===== src/rtl/if_pkg.sv =====
// Shared types and constants for the instruction fetch sequencer: opcodes,
// FSM state encoding and the {pc, instr} buffer entry.
package if_pkg;

    localparam logic [3:0] OP_BR   = 4'hC;
    localparam logic [3:0] OP_HALT = 4'hF;

    typedef enum logic [1:0] {
        FETCH = 2'd0,
        WAIT  = 2'd1,
        KILL  = 2'd2,
        HALT  = 2'd3
    } fetch_state_e;

    typedef struct packed {
        logic [15:0] pc;
        logic [15:0] instr;
    } fetch_entry_t;

    function automatic logic [3:0] opcode_of(input logic [15:0] word);
        return word[15:12];
    endfunction

endpackage


===== src/rtl/if_fetch_buf.sv =====
// Small synchronous FIFO of fetched {pc, instr} entries with a single-cycle
// flush; the head entry is visible combinationally.
module if_fetch_buf
    import if_pkg::*;
#(
    parameter int DEPTH = 2
) (
    input  logic         clk,
    input  logic         rst_n,
    input  logic         push,
    input  logic         pop,
    input  logic         flush,
    input  fetch_entry_t wr_entry,
    output fetch_entry_t head,
    output logic         empty,
    output logic         full
);

    localparam int PW = (DEPTH > 2) ? $clog2(DEPTH) : 1;
    localparam int CW = $clog2(DEPTH + 1);

    fetch_entry_t  mem [DEPTH];
    logic [PW-1:0] wr_ptr;
    logic [PW-1:0] rd_ptr;
    logic [CW-1:0] count_q;
    logic          do_push;
    logic          do_pop;

    // Pointers wrap explicitly so non-power-of-two depths work.
    function automatic logic [PW-1:0] ptr_inc(input logic [PW-1:0] p);
        return (p == PW'(DEPTH - 1)) ? '0 : p + PW'(1);
    endfunction

    assign empty   = (count_q == '0);
    assign full    = (count_q == CW'(DEPTH));
    assign do_pop  = pop & ~empty;
    assign do_push = push & (~full | do_pop);
    assign head    = mem[rd_ptr];

    always_ff @(posedge clk or negedge rst_n) begin
        if (!rst_n) begin
            wr_ptr  <= '0;
            rd_ptr  <= '0;
            count_q <= '0;
        end else if (flush) begin
            wr_ptr  <= '0;
            rd_ptr  <= '0;
            count_q <= '0;
        end else begin
            if (do_push) wr_ptr <= ptr_inc(wr_ptr);
            if (do_pop)  rd_ptr <= ptr_inc(rd_ptr);
            case ({do_push, do_pop})
                2'b10:   count_q <= count_q + CW'(1);
                2'b01:   count_q <= count_q - CW'(1);
                default: count_q <= count_q;
            endcase
        end
    end

    always_ff @(posedge clk) begin
        if (do_push && !flush) mem[wr_ptr] <= wr_entry;
    end

endmodule


===== src/rtl/if_fetch_seq.sv =====
// Instruction fetch sequencer: one outstanding imem request, redirect/kill
// handling and a small instruction buffer. Optional HALT stop: IF_HALT_STOP_EN.
module if_fetch_seq
    import if_pkg::*;
#(
    parameter logic [15:0] RESET_PC  = 16'h0000,
    parameter int          BUF_DEPTH = 2
) (
    input  logic         clk,
    input  logic         rst_n,
    output logic         imem_req,
    output logic [15:0]  imem_addr,
    input  logic         imem_gnt,
    input  logic         imem_rvalid,
    input  logic [15:0]  imem_rdata,
    input  logic         redir_valid,
    input  logic [15:0]  redir_pc,
    output logic         instr_valid,
    input  logic         instr_ready,
    output logic [15:0]  instr,
    output logic [15:0]  instr_pc,
    output fetch_state_e dbg_state
);

`ifdef IF_HALT_STOP_EN
    localparam bit HALT_EN = 1'b1;
`else
    localparam bit HALT_EN = 1'b0;
`endif

    // Handshakes: a transfer happens on a rising edge where valid (imem_req,
    // instr_valid) and ready (imem_gnt, instr_ready) are both high; valid never
    // depends combinationally on ready.
    fetch_state_e state_q, state_d;
    logic [15:0]  pc_q, pc_d;
    logic [15:0]  req_pc_q, req_pc_d;
    logic         push;
    logic         pop;
    logic         buf_full;
    logic         buf_empty;
    logic         halt_hit;
    fetch_entry_t head;

    assign halt_hit = HALT_EN && (opcode_of(imem_rdata) == OP_HALT);

    always_ff @(posedge clk or negedge rst_n) begin
        if (!rst_n) begin
            state_q  <= FETCH;
            pc_q     <= RESET_PC;
            req_pc_q <= RESET_PC;
        end else begin
            state_q  <= state_d;
            pc_q     <= pc_d;
            req_pc_q <= req_pc_d;
        end
    end

    always_comb begin
        state_d  = state_q;
        pc_d     = pc_q;
        req_pc_d = req_pc_q;
        push     = 1'b0;
        imem_req = 1'b0;
        case (state_q)
            FETCH: begin
                imem_req = rst_n & ~buf_full;
                if (imem_req && imem_gnt) begin
                    req_pc_d = pc_q;
                    pc_d     = pc_q + 16'd1;
                    // A redirect in the grant cycle leaves a stale response in flight.
                    state_d  = redir_valid ? KILL : WAIT;
                end
            end
            WAIT: begin
                if (imem_rvalid) begin
                    push    = ~redir_valid;
                    state_d = (!redir_valid && halt_hit) ? HALT : FETCH;
                end else if (redir_valid) begin
                    state_d = KILL;
                end
            end
            KILL: begin
                if (imem_rvalid) state_d = FETCH;
            end
            HALT: begin
                if (redir_valid) state_d = FETCH;
            end
            default: state_d = FETCH;
        endcase
        if (redir_valid) pc_d = redir_pc;
    end

    assign imem_addr = pc_q;
    assign pop       = instr_valid & instr_ready;

    if_fetch_buf #(
        .DEPTH (BUF_DEPTH)
    ) u_buf (
        .clk      (clk),
        .rst_n    (rst_n),
        .push     (push),
        .pop      (pop),
        .flush    (redir_valid),
        .wr_entry ('{pc: req_pc_q, instr: imem_rdata}),
        .head     (head),
        .empty    (buf_empty),
        .full     (buf_full)
    );

    assign instr_valid = ~buf_empty;
    assign instr       = head.instr;
    assign instr_pc    = head.pc;
    assign dbg_state   = state_q;

endmodule

===== config.mk =====
export PLATFORM = sky130hd
export DESIGN_NAME = if_fetch_seq
export DESIGN_NICKNAME = d
export VERILOG_FILES = /design/src/rtl/if_pkg.sv /design/src/rtl/if_fetch_buf.sv /design/src/rtl/if_fetch_seq.sv
export SDC_FILE = /design/constraint.sdc
export NUM_CORES = 1
export LEC_CHECK = 0
export CAP_MARGIN = 20
export CORE_MARGIN = 2
export CORE_UTILIZATION = 50
export DETAILED_ROUTE_END_ITERATION = 8
export PLACE_DENSITY = 0.79
export SKIP_CTS_REPAIR_TIMING = 1
export SYNTH_ARGS = -nofsm -noshare
export SYNTH_HDL_FRONTEND = slang
export SYNTH_SLANG_ARGS = --single-unit

===== constraint.sdc =====
create_clock -name clk -period 3.3 [get_ports clk]
set_input_delay 0.495 -clock clk [delete_from_list [all_inputs] [get_ports clk]]
set_output_delay 0.495 -clock clk [all_outputs]
set_load 0.05 [all_outputs]

# Word level (Yosys, flattened, before mapping)
# Memories as Yosys holds them, arrays and structs flattened.
# Cells that the tools add are included.
# totals
wordCells	66
ramBits	64
n_memories	1
reg_bits	38
# op_classes
bitwise_logic	8
reduce_logical	13
addsub	5
n_eq_ne	10
mux	23
# memory_table
memory	words	width	rd	rd_ports_with_merged_regs	wr	line_no	source
u_buf.mem	2	32	1	0	1	if_fetch_buf.sv:22	fetch_entry_t mem [DEPTH];
# op_table
cell	count
$mux 16	3
$add 16x1->16 const B	1
$mux 2	7
$mux 1	11
$eq 2x2->1 const B	4
$pmux 2 s4	1
$reduce_bool 2->1	4
$ne 2x2->1 const B	3
$and 1x1->1	4
$eq 2x1->1 const B	2
$logic_not 2->1	2
$pmux 2 s2	1
$reduce_and 2->1	2
$reduce_and 4->1	1
$ne 3x3->1 const B	1
$not 1->1	3
$reduce_bool 3->1	1
$add 1x1->1 const B	2
$add 2x1->2 const B	1
$logic_and 1x1->1	2
$sub 2x1->2 const B	1
$logic_not 1->1	1
$or 1x1->1	1

# Longest topological paths before layout
# Gate-level depths: netlist (run 1).
# depth
ltp_word	9
depth_mapped	6
mapped_depth_nobuf	5

# Cells and area by module
# From an unflattened synthesis (run 1), not the netlist that was laid out.
# hier_totals
cells_unflattened	286
area_unflattened_um2	4279.1
# by_module_without_submodules
module	area_each_um2	seq_area_each_um2	instances	cells_per_inst
if_fetch_buf	2578.7	2021.9	1	127
if_fetch_seq	1700.4	850.8	1	159

# Least setup slack after synthesis (run 1)
# OpenSTA, ideal clock, no wires.
# synth_timing
kind	register to register
from	reg state_q[0] (netlist: dbg_state[0])
to	mem u_buf.mem[0][0] (netlist bit) (enable)
synth_period_minus_slack_ns	3.109
setup_ns	0.425
stages_incl_launch_ff	4
t_arrival_ns	2.684
setup_slack_ns	0.191
cell_sequence	dfrtp_1 > and4bb_2 > o21a_1 > nor2b_1
# synth_between
elab_chain_cells	6
# synth_rtl
item	line_no	source
from (decl)	if_fetch_seq.sv:34	fetch_state_e state_q, state_d;
from (signal assigned)	if_fetch_seq.sv:52	state_q <= state_d;
$eq 2x1->1	if_fetch_seq.sv:64	case (state_q)
$mux 1	if_fetch_seq.sv:64	
$and 1x1->1	if_fetch_buf.sv:37	assign do_push = push & (~full | do_pop);
$logic_and 1x1->1	if_fetch_buf.sv:61	if (do_push && !flush) mem[wr_ptr] <= wr_entry;
$mux 1	if_fetch_buf.sv:61	
$mux 1 (implied by the code)	if_fetch_buf.sv:61	
to (decl)	if_fetch_buf.sv:22	
# No other way between the ends.

# Worst setup path in the final report (run 1)
# layout_timing
from	reg u_buf.rd_ptr
to	out instr_pc[9]
# layout_between
elab_chain_cells	1
# layout_rtl
item	line_no	source
from (decl)	if_fetch_buf.sv:24	logic [PW-1:0] rd_ptr;
from (signal assigned)	if_fetch_buf.sv:51	if (do_pop) rd_ptr <= ptr_inc(rd_ptr);
$mem_v2 2x32	n/a	
to (decl)	if_fetch_seq.sv:21	output logic [15:0] instr_pc,
# No other way between the ends.

==> results of run 1 <==
==> critical path, stage by stage (launching register included) <==
cell             delay [ns]
dfrtp_1                0.34
buf_4                  0.39
mux2_1                 0.39
clkdlybuf4s50_1        0.71
==> flip-flops by register name, summed over array words and instances, names as in the netlist <==
name and cells:
u_buf.wr_ptr 1, dbg_state 2, imem_addr 16, u_buf.mem 64
u_buf.count_q 2, u_buf.rd_ptr 1, req_pc_q 16
==> final cells by class <==
class | count | area (µm²)
multi-input combinational | 161 | 1230
timing repair buffer | 95 | 928
tap | 105 | 131
clock buffer | 11 | 131
inverter | 4 | 15.0
clock inverter | 5 | 36.3
fill | 580 | 2790
sequential | 102 | 2870
==> placed cells by master (no fill, tap or decap), drive strengths merged, types with 4 or more instances in the layout <==
cell type and instances:
a31oi 9, buf 8, clkbuf 11, clkdlybuf4s50 87
dfrtp 38, edfxtp 64, inv 4, mux2 46
nand2 15, nand3 7, nand4 4, nor2 12
nor2b 5, o21ai 16, o31ai 5, or3 6
or4 5, xor2 4
==> per-stage QoR <==
step | area [µm²] | util | hold slack, ns
2_1_floorplan | 4150 | - | 0.199
3_3_place_gp | 5170 | 0.636 | 0.446
3_5_place_dp | 5170 | 0.636 | 0.449
4_1_cts | 5340 | 0.657 | 0.0612
5_1_grt | 5340 | 0.657 | 0.0716
6_report | 5340 | 0.657 | 0.0662
==> worst paths after layout <==
check | to | slack, ns | cells past startpoint
max in group asynchronous | imem_addr[13] | 2.58 | 2
min in group clk | u_buf.mem[1][30] | 0.48 | 0
worst min register to register | u_buf.mem[1][30] | 0.48 | 0
worst min-delay path | imem_addr[1] | 0.07 | 1
worst max-delay path | instr_pc[9] | 0.61 | 3
worst max register to register | imem_addr[8] | 1.05 | 4
==> routing by layer <==
layer	up-vias	part of all wire	wire length, µm
met4	0	0.016	120
met3	13	0.059	441
met2	103	0.51	3830
met1	1254	0.42	3140
li1	1248	-	-
met5	-	0	0
==> power breakdown <==
part           internal [µW]  switching [µW]
clock network            275             387
logic                    162             220
registers               1480            84.0
total                   1920             690
==> cells by family (layout without fill, tap and decap cells) <==
| family | after synthesis | in the layout | share of synthesized area |
|---|---|---|---|
| mux | 48 | 48 | 0.130 |
| fa+ha+maj | 1 | 1 | 0.00301 |
| simple gates | 68 | 68 | 0.0919 |
| flops | 102 | 102 | 0.692 |
| buf+inv | 16 | 115 | 0.0148 |
| xor+xnor | 7 | 7 | 0.0148 |
| compound gates | 37 | 37 | 0.0539 |
==> flow_metrics.env, run 1 <==
export IMPL_status="completed"
export IMPL_leakagePower_uw=0.00189
export IMPL_max_freq_mhz=371
export IMPL_h_tree_depth=3
export IMPL_first_pass_iters=4
export IMPL_rsz0062_at_grt="false"
export IMPL_setup_violations=0
export IMPL_die_w_um=95.1
export IMPL_final_nets=412
export IMPL_finalSetupTns_ns=0
export IMPL_worstPathArrival_ns=2.20
export IMPL_die_h_um=95.1
export IMPL_min_period_ns=2.69
export IMPL_path_clk_slew_ns=0.10
export IMPL_cts_buffer_depth=2
export IMPL_grt_ovfl_total=0
export IMPL_synth_common_cells="64 x edfxtp_1, 43 x mux2_1, 38 x dfrtp_1, 15 x nand2_1, 13 x o21ai_1"
export IMPL_dpl_cell_count=467
export IMPL_start_util=0.510
export IMPL_synthesis_area_um2=4150
export IMPL_dpl_hpwl_um=5170
export IMPL_io_pins=90
export IMPL_finalCritPeriodShare=0.816
export IMPL_endpoint_kind="output pin"
export IMPL_cts_tree="built"
export IMPL_viasPerCell=5.42
export IMPL_syn_inst=279
export IMPL_pre_cts_ws_ns=0.871
export IMPL_ir_worst_vdd_mv=0.250
export IMPL_placementRows=33
export IMPL_routed_wl_um=7530
export IMPL_syn2layout_area_growth_pct=28.7
export IMPL_fin_skew_ns=0.0180
export IMPL_synth_seq_area_share=0.692
export IMPL_worstPathRequired_ns=2.80
export IMPL_layout_cells_non_filler=483
export IMPL_synth_area_per_cell_um2=14.9
export IMPL_worstReg2RegStart="imem_addr[4]"
export IMPL_synth_most_common_cell="edfxtp_1"
export IMPL_gp_congestion=0.828
export IMPL_drcViolationCount=0
export IMPL_use_met2=0.290
export IMPL_netlist_area_leader_share=0.463
export IMPL_grt_busiest_layer="met2"
export IMPL_powerDensity_nw_per_um2=488
export IMPL_fin_ws_ns=0.608
export IMPL_ant_nets=0
export IMPL_yosys_warnings=0
export IMPL_critPathMaxFanout=33
export IMPL_slew_limit_headroom=0.649
export IMPL_grt_pass1_wl_um=11900
export IMPL_port_buffers=89
export IMPL_use_met1=0.218
export IMPL_cts_inserted_buffers=9
export IMPL_worst_skew_pair_late_latency_ns=0.35
export IMPL_hold_path_class="input port to asynchronous set/reset pin"
export IMPL_grt_use_met3=0.0443
export IMPL_drt_iter0_drc=134
export IMPL_worstMarginPinSlew_ns=0.524
export IMPL_synth_ff_type="edfxtp_1"
export IMPL_synth_edf_count=64
export IMPL_layout_drive_gt1_share=0.0794
export IMPL_clockRootBuffer="clkbuf_8"
export IMPL_ys_seq_elements=102
export IMPL_hold_viol_final=0
export IMPL_diodes=0
export IMPL_grt_max_degree=34
export IMPL_syn_num_nets=318
export IMPL_startpoint="u_buf.rd_ptr"
export IMPL_wl_per_cell_um=15.6
export IMPL_worstSetupStartpointType="flip-flop"
export IMPL_antenna_found_initial=0
export IMPL_grt_pass1_vias=2563
export IMPL_yosysUniqueCellTypes=42
export IMPL_finalPower_uw=2610
export IMPL_core_area_um2=8130
export IMPL_final_max_slew_violation_count=0
export IMPL_synth_top_area_cell="edfxtp_1"
export IMPL_grt_total_usage=0.174
export IMPL_vias=2618
export IMPL_clock_sinks=102
export IMPL_drv_cap=0
export IMPL_critPathKind="flip-flop to output pin"
export IMPL_die_area_um2=9050
export IMPL_synthTopCellsByArea="edfxtp_1 46%, dfrtp_1 23%, mux2_1 12%"
export IMPL_async_reset_ff_frac=0.373
Note: power is estimated with default switching activity, not from simulation.
==> inputs of run 2 (changes only) <==
CORE_UTILIZATION = 45   (was 50)
PLACE_DENSITY = 0.75   (was 0.79)
clock period = 2.3 ns   (was 3.3 ns; I/O delays follow)
==> run 2 against run 1 <==
Global-route usage down 0.58 points. Sequential power is 43% higher. Combinational power up 48%. Critical endpoint is now instr_valid. Largest cell class unchanged.
==> flow_metrics.env, run 2 (same netlist as run 1, synthesis figures left out) <==
export IMPL_status="completed"
export IMPL_port_buffers=89
export IMPL_finalCritPeriodShare=0.930
export IMPL_critPathKind="flip-flop to output pin"
export IMPL_timing_rr_end="imem_addr[8]"
export IMPL_ff2ff_path_depth=5
export IMPL_clockRootBuffer="clkbuf_8"
export IMPL_critPathMaxFanout=6
export IMPL_rsz0062_at_grt="false"
export IMPL_endpoint="instr_valid"
export IMPL_cts_inserted_buffers=9
export IMPL_cts_tree="built"
export IMPL_worst_skew_pair_late_latency_ns=0.35
export IMPL_clock_sinks=102
export IMPL_first_pass_iters=6
export IMPL_ant_nets=0
export IMPL_drcViolationCount=0
export IMPL_nFillCells=717
export IMPL_worstSetupStartpointType="flip-flop"
export IMPL_routed_wl_um=8200
export IMPL_h_tree_depth=3
export IMPL_viasPerCell=5.40
export IMPL_core_area_um2=9110
export IMPL_worstPathRequired_ns=1.96
export IMPL_rrSetupSlack_ns=0.26
export IMPL_drt_iter0_drc=93
export IMPL_io_pins=90
export IMPL_final_cell_mix="64 x edfxtp_1, 55 x clkdlybuf4s50_1, 43 x mux2_1"
export IMPL_fin_skew_ns=0.00893
export IMPL_antenna_found_initial=0
export IMPL_worstReg2RegStart="imem_addr[0]"
export IMPL_startpoint="u_buf.count_q[0]"
export IMPL_wl_per_cell_um=16.6
export IMPL_min_period_ns=2.14
export IMPL_final_max_slew_violation_count=0
export IMPL_powerDensity_nw_per_um2=719
export IMPL_worstMarginPinSlew_ns=0.509
export IMPL_final_nets=417
export IMPL_leakagePower_uw=0.00199
export IMPL_largest_reg_flops=64
export IMPL_finalSetupTns_ns=0
export IMPL_layout_drive_gt1_share=0.180
export IMPL_grt_ovfl_total=0
export IMPL_grt_pass1_vias=2663
export IMPL_die_w_um=100
export IMPL_hold_viol_final=0
export IMPL_endpoint_kind="output pin"
export IMPL_grt_max_degree=34
export IMPL_worstPathArrival_ns=1.79
export IMPL_path_clk_slew_ns=0.10
export IMPL_setup_violations=0
export IMPL_layout_commonest_cell="edfxtp_1"
export IMPL_finalPower_uw=3900
export IMPL_ir_worst_vdd_mv=0.316
export IMPL_hold_path_class="input port to asynchronous set/reset pin"
export IMPL_dpl_hpwl_um=5600
export IMPL_drv_cap=0
export IMPL_max_freq_mhz=468
export IMPL_placementRows=35
export IMPL_die_area_um2=10000
export IMPL_slew_limit_headroom=0.659
export IMPL_cts_buffer_depth=2
export IMPL_diodes=0
export IMPL_gp_congestion=0.792
export IMPL_grt_total_usage=0.168
export IMPL_start_util=0.456
export IMPL_syn2layout_area_growth_pct=30.5
export IMPL_max_flop_register="u_buf.mem"
export IMPL_vias=2667
export IMPL_grt_pass1_wl_um=12900
export IMPL_die_h_um=100
[run 2: cell count changes in the layout (fill, tap and decap cells not counted), sizes merged]
cell	delta
buf	+37
clkdlybuf4s50	-32
clkinv	-1
clkinvlp	-1
inv	+2
[run 2: how the worst min path moves through the flow]
stage	from	to	cells past startpoint
after floorplan	rst_n	dbg_state[0]	0
after CTS	rst_n	imem_addr[8]	2
final	rst_n	dbg_state[0]	2
after global routing	rst_n	dbg_state[0]	2
after detailed placement	rst_n	dbg_state[0]	2
after global placement	rst_n	dbg_state[0]	2
[run 2: cell type report]
class	instances	area, µm²	share of cell area
inverters	4	15.0	0.00277
clock inverters	5	38.8	0.00716
flip-flops and latches	102	2870	0.530
repair buffers	100	973	0.180
well taps	111	139	0.0256
multi-input cells	161	1230	0.226
clock buffers	11	153	0.0282
[run 2: where the power goes]
part / leakage (µW) / internal (µW) / switching [µW] / total, µW
combinational: 0.000865 / 241 / 321 / 562
sequential: 0.00103 / 2130 / 122 / 2250
clock: 0.0000955 / 469 / 619 / 1090
[run 2: per-layer routing]
layer  vias to the layer above  track usage  routed length [µm]  part of all wire
li1                       1255            -                   -                 -
met4                         0       0.0653                 100             0.012
met2                        76        0.291                4080              0.50
met5                         -            0                   0                 0
met3                         6       0.0292                 348             0.042
met1                      1330        0.213                3670              0.45
[run 2: worst max-delay path, cell delays in order, from the launching register on]
cell	delay (ns)
dfrtp_1	0.46
or2_1	0.17
clkdlybuf4s50_1	0.81
[run 2: stage by stage]
step / setup slack, ns / cells / hold slack, ns / util / area [µm²]
after floorplan: 0.0728 / 279 / 0.0494 / - / 4160
after global placement: 0.180 / 478 / 0.391 / 0.574 / 5230
after detailed placement: 0.0966 / 478 / 0.403 / 0.574 / 5230
after CTS: 0.132 / 494 / -0.00227 / 0.595 / 5420
after global routing: 0.0727 / 494 / 0.0121 / 0.595 / 5420
final: 0.162 / 494 / 0.00942 / 0.595 / 5420
